`src/rtl/neuron_activation.sv`:
```
// Neuron activation stage: signed 2*DATA_WIDTH accumulator -> DATA_WIDTH output via sigmoid ROM, ReLU or truncation.
// One-cycle registered latency, one sample per cycle, no backpressure; ACT_SIG_HALF_ROM_EN adds the symmetric half-table ROM.
module neuron_activation #(
    parameter int DATA_WIDTH       = 16,
    parameter int WEIGHT_INT_WIDTH = 1,
    parameter int SIG_IN_WIDTH     = 5
) (
    input  logic                      clk,
    input  logic                      rst,
    input  logic                      in_valid,
    input  logic [1:0]                act_sel,
    input  logic [2*DATA_WIDTH-1:0]   sum,
    output logic [DATA_WIDTH-1:0]     out,
    output logic                      out_valid
);

    localparam int S      = 2*DATA_WIDTH-1;
    localparam int TOP    = S - WEIGHT_INT_WIDTH;
    localparam int FULL_N = 1 << SIG_IN_WIDTH;
    localparam int HALF_N = 1 << (SIG_IN_WIDTH-1);

    localparam logic [DATA_WIDTH-1:0]   HALF_SCALE = {1'b1, {(DATA_WIDTH-1){1'b0}}};
    localparam logic [DATA_WIDTH-1:0]   POS_MAX    = {1'b0, {(DATA_WIDTH-1){1'b1}}};
    localparam logic [SIG_IN_WIDTH-1:0] X_MAX      = {1'b0, {(SIG_IN_WIDTH-1){1'b1}}};
    localparam logic [SIG_IN_WIDTH-1:0] X_MIN      = {1'b1, {(SIG_IN_WIDTH-1){1'b0}}};

    // Piecewise-linear sigmoid of a non-negative magnitude a, where v = a/4.
    function automatic longint sig_mag(input longint a);
        longint half;
        half = longint'(1) <<< (DATA_WIDTH-1);
        if (a < 4)
            return half/2 + (half*a)/16;
        else if (2*a < 19)
            return (half*5)/8 + (half*a)/32;
        else if (a < 20)
            return (half*27)/32 + (half*a)/128;
        else
            return half;
    endfunction

    function automatic logic [DATA_WIDTH-1:0] sig_entry(input longint x);
        longint half;
        longint v;
        half = longint'(1) <<< (DATA_WIDTH-1);
        if (x < 0)
            v = half - sig_mag(-x);
        else
            v = sig_mag(x);
        if (v > half-1)
            v = half-1;
        if (v < 0)
            v = 0;
        return DATA_WIDTH'(v);
    endfunction

    typedef logic [FULL_N-1:0][DATA_WIDTH-1:0] full_rom_t;

    function automatic full_rom_t build_full_rom();
        full_rom_t rom;
        longint    x;
        for (int i = 0; i < FULL_N; i++) begin
            x      = (i >= HALF_N) ? longint'(i - FULL_N) : longint'(i);
            rom[i] = sig_entry(x);
        end
        return rom;
    endfunction

    localparam full_rom_t FULL_ROM = build_full_rom();

    logic [WEIGHT_INT_WIDTH:0]   sign_region;
    logic                        in_range;
    logic [SIG_IN_WIDTH-1:0]     x_idx;
    logic [DATA_WIDTH-1:0]       slice;
    logic [DATA_WIDTH-1:0]       full_val;
    logic [DATA_WIDTH-1:0]       half_val;
    logic [DATA_WIDTH-1:0]       relu_val;
    logic [DATA_WIDTH-1:0]       act_val;
    logic                        unused_low;

    assign unused_low  = ^sum[DATA_WIDTH-WEIGHT_INT_WIDTH-1:0];
    assign sign_region = sum[S -: WEIGHT_INT_WIDTH+1];
    assign in_range    = (&sign_region) | ~(|sign_region);
    assign slice       = sum[TOP -: DATA_WIDTH];

    // Guard bits disagreeing with the sign means the index overflowed the ROM range.
    always_comb begin
        x_idx = sum[TOP -: SIG_IN_WIDTH];
        if (!in_range)
            x_idx = sum[S] ? X_MIN : X_MAX;
    end

    assign full_val = FULL_ROM[x_idx];

`ifdef ACT_SIG_HALF_ROM_EN
    typedef logic [HALF_N-1:0][DATA_WIDTH-1:0] half_rom_t;

    function automatic half_rom_t build_half_rom();
        half_rom_t rom;
        for (int i = 0; i < HALF_N; i++)
            rom[i] = sig_entry(longint'(i));
        return rom;
    endfunction

    localparam half_rom_t HALF_ROM = build_half_rom();

    logic                      x_neg;
    logic [SIG_IN_WIDTH-1:0]   neg_x;
    logic [SIG_IN_WIDTH-1:0]   mag;
    logic [SIG_IN_WIDTH-2:0]   half_addr;
    logic [DATA_WIDTH-1:0]     half_entry;

    assign x_neg = x_idx[SIG_IN_WIDTH-1];
    assign neg_x = ~x_idx + SIG_IN_WIDTH'(1);
    assign mag   = x_neg ? neg_x : x_idx;

    // Only the most negative index has a magnitude with the top bit set; clamp it.
    assign half_addr  = mag[SIG_IN_WIDTH-1] ? {(SIG_IN_WIDTH-1){1'b1}} : mag[SIG_IN_WIDTH-2:0];
    assign half_entry = HALF_ROM[half_addr];
    assign half_val   = x_neg ? (HALF_SCALE - half_entry) : half_entry;
`else
    assign half_val = full_val;
`endif

    always_comb begin
        relu_val = slice;
        if (sum[S])
            relu_val = '0;
        else if (|sum[S-1 -: WEIGHT_INT_WIDTH])
            relu_val = POS_MAX;
    end

    always_comb begin
        act_val = slice;
        case (act_sel)
            2'd0:    act_val = full_val;
            2'd1:    act_val = half_val;
            2'd2:    act_val = relu_val;
            default: act_val = slice;
        endcase
    end

    // ROM lookup is captured straight into the output register, so out holds between samples.
    always_ff @(posedge clk or negedge rst) begin
        if (!rst) begin
            out       <= '0;
            out_valid <= 1'b0;
        end else begin
            out_valid <= in_valid;
            if (in_valid)
                out <= act_val;
        end
    end

endmodule

```
`config.mk`:
```
export PLATFORM = sky130hd
export DESIGN_NAME = neuron_activation
export DESIGN_NICKNAME = d
export VERILOG_FILES = /design/src/rtl/neuron_activation.sv
export SDC_FILE = /design/constraint.sdc
export NUM_CORES = 1
export LEC_CHECK = 0
export CAP_MARGIN = 30
export CORE_MARGIN = 4
export CORE_UTILIZATION = 45
export DETAILED_ROUTE_END_ITERATION = 10
export DONT_BUFFER_PORTS = 1
export GPL_ROUTABILITY_DRIVEN = 0
export HOLD_SLACK_MARGIN = 0.02
export PLACE_DENSITY = 0.68
export SETUP_SLACK_MARGIN = 0.05
export SLEW_MARGIN = 20
export SYNTH_ARGS = -nofsm -noshare
export SYNTH_HDL_FRONTEND = slang
export SYNTH_SLANG_ARGS = --single-unit
```
`constraint.sdc`:
```
create_clock -name clk -period 0.8 [get_ports clk]
set_input_delay 0.04 -clock clk [delete_from_list [all_inputs] [get_ports clk]]
set_output_delay 0.04 -clock clk [all_outputs]
set_load 0.005 [all_outputs]
```
==> results.md <==
- Largest net degree at the start of global routing: 36
- Top FF cell, synth: dfrtp_1
- # rows: 17
- Max-slew violations: 0
- CTS root buffer: clkbuf_4
- Syn. warnings: 0
- Sw Ratio: 28.5%
- CTS Buf Count: 3
- Finished Cell Area: 0.00129 mm²
- CP arrival: 1200 ps
- Peak supply drop: 0.00159 V
- Hold Violations, Final: 34
- RSZ-0062 raised after global routing: yes
- Initial antenna violation count: 0
- Clock Skew: 0 ps
- Violated checks: hold timing, setup timing
- Setup ws final: -188 ps
- Leak pwr: 0.000537 µW
- Most frequent cells in the layout: 17 x dfrtp_1, 14 x buf_4, 13 x inv_1
- Commonest non-fill, non-tap cell in the layout: dfrtp_1
- Htree depth: 1
- Via Count: 906
- PortBufs: 0
- Total Power: 1900 µW
- Critical Path Sink: out[11]
- Pwr Density: 1470 mW/mm²
- Seq/Total Area, Yosys: 41.0%
- Syn_area_per_cell: 8.58 µm²
- DIE HEIGHT: 56.0 µm
- Combinational share of power: 23.2%
- RR Endpoint: out[12]
- Chip width: 56.0 µm
- Cell Area, Synth: 0.00104 mm²
- EDFF count, synth: 0
- Synth-to-layout area growth: 24.6%
- Critical path peak fanout: 4
- Routed wire length: 2.67 mm
- Vias in the first global route: 879
- Yosys reg bits: 17
- Cell Int Power: 1360 µW
- Final period utilization: 124%
- CTS tree: yes
- CTS clk-pin slew, worst paths: 90 ps
- Avg WL per Cell: 16.8 µm
- Util after Layout: 58.5%
- Rel. slew slack: 49.7%
- Syn Nets: 160
- Critical Path Source: sum[30]
- GRT Total Usage: 17.7%
- Die area: 0.00314 mm²
- Library cells used by synthesis: 34
- Critical path type: in2reg
- Avg Vias per Cell: 5.70
- First-pass GRT wire length: 4.45 mm
- Hold_ws: -219 ps
- Ys async rst share: 100%
- Hold crit path type: in2reg
- DR iter-0 viols: 27
- Buffers from clock root to sink, at most: 2
- Overflow after GRT: 0
- Initial Utilization: 46.9%
- Clock power frac: 23.6%
- FMAX: 1.01 GHz
- # IOs: 54
- Layout cells sized above 1: 30.5%
- Detail Placement HPWL: 1.95 mm
- Flop-to-flop setup slack: 90 ps
- Sequential power share: 53.2%
- Reg2Reg Launch Point: out[12]
- Crit path required time: 1010 ps
- DRC viols: 0
- Final ANT Viol Nets: 0
- Outcome: finished with violations
- Post-placement setup slack: -530 ps
- # hold bufs at CTS: 1
- Cells after synthesis: 121
- Slew @ Worst Pin: 755 ps
- Reg2Reg Depth: 2
- Switch Pwr: 542 µW
- Fin nets: 171
- Core Region: 0.00221 mm²
- Crit. End Element: register
- DP Area: 0.00118 mm²
- Final setup viols: 3
- Worst skew pair latency: 290 ps
- Period minus WS final: 988 ps
- CP Launch Type: input port
- Sink Count: 17
- Router iterations before antenna repair: 4
- Antenna diode count: 0
- Max Cap Violations: 0
stage by stage:
stage | setup TNS, ps | cells | hold WS (ps)
floorplan | -1690 | 121 | -256
global placement | -2760 | 153 | -255
detailed placement | -3490 | 153 | -255
CTS | -358 | 159 | -227
global route | -512 | 159 | -254
finish | -379 | 159 | -219
kinds of logic (layout without fill, tap and decap cells):
family | Yosys count | after routing | share of synthesized area [%]
AOI/OAI and AO/OA | 48 | 48 | 31.8
adders and majority gates | 2 | 2 | 2.41
buffers and inverters | 25 | 35 | 10.0
DFF | 17 | 17 | 41.0
muxes | 1 | 1 | 2.17
and+or+nand+nor | 28 | 28 | 12.7
critical path, cell delays in order:
cell      delay [ps]
inv_8             10
ha_4             140
or2_4            250
mux4_2           430
o21ba_4          210
o211ai_2         120
state kept, by name, indices dropped and copies added (netlist names):
signal     flops
out_valid      1
out           16
how the worst min path moves through the flow:
stage | from | end | slack (ps) | cells after the start
final | in_valid | out_valid | -220 | 0
after global routing | in_valid | out_valid | -250 | 0
after CTS | in_valid | out_valid | -230 | 0
after detailed placement | rst | out[2] | -260 | 0
after global placement | rst | out[12] | -260 | 0
after floorplan | rst | out[0] | -260 | 0
metal layers:
metal,vias up,part of all wire [%],global-route usage (%)
met1,427,42,22.2
met3,0,7.9,7.66
met4,0,0,3.05
li1,449,-,-
met5,-,0,0
met2,30,50,28.7
cell usage after synthesis (2+ instances only):
cell / number / area (µm²)
buf_2: 2 / 10.0
ha_1: 2 / 25.0
o221ai_1: 2 / 17.5
a211oi_1: 2 / 15.0
inv_1: 15 / 56.3
nor2b_1: 3 / 18.8
clkbuf_1: 7 / 26.3
a31oi_1: 3 / 18.8
o211ai_1: 11 / 82.6
nand2_1: 6 / 22.5
dfrtp_1: 17 / 425
a21oi_1: 8 / 40.0
o21ai_0: 10 / 50.1
nand2b_1: 2 / 12.5
nor2_1: 12 / 45.0
timing repair:
item	CTS	global route
buffers inserted	1	0
pin swaps	11	3
endpoints found under the setup margin	12	41
gates resized for setup	11	7
hold endpoints to repair	34	34
area by class of cell:
| cell class | instances | area [µm²] |
|---|---|---|
| clock inverters | 1 | 5.00 |
| inverters | 15 | 66.3 |
| fillers | 199 | 918 |
| multi-input cells | 79 | 611 |
| clock buffers | 3 | 22.5 |
| well taps | 28 | 35.0 |
| repair buffers | 16 | 129 |
| flip-flops and latches | 17 | 425 |
power by group through the flow:
stage	logic, µW	clock network (µW)	registers [µW]
4_1_cts	422	469	1020
5_1_grt	492	539	1020
6_report	441	449	1010
3_3_place_gp	351	0	1030
2_1_floorplan	303	0	1010
3_5_place_dp	359	0	1030
(Power assumes the default switching activity.)
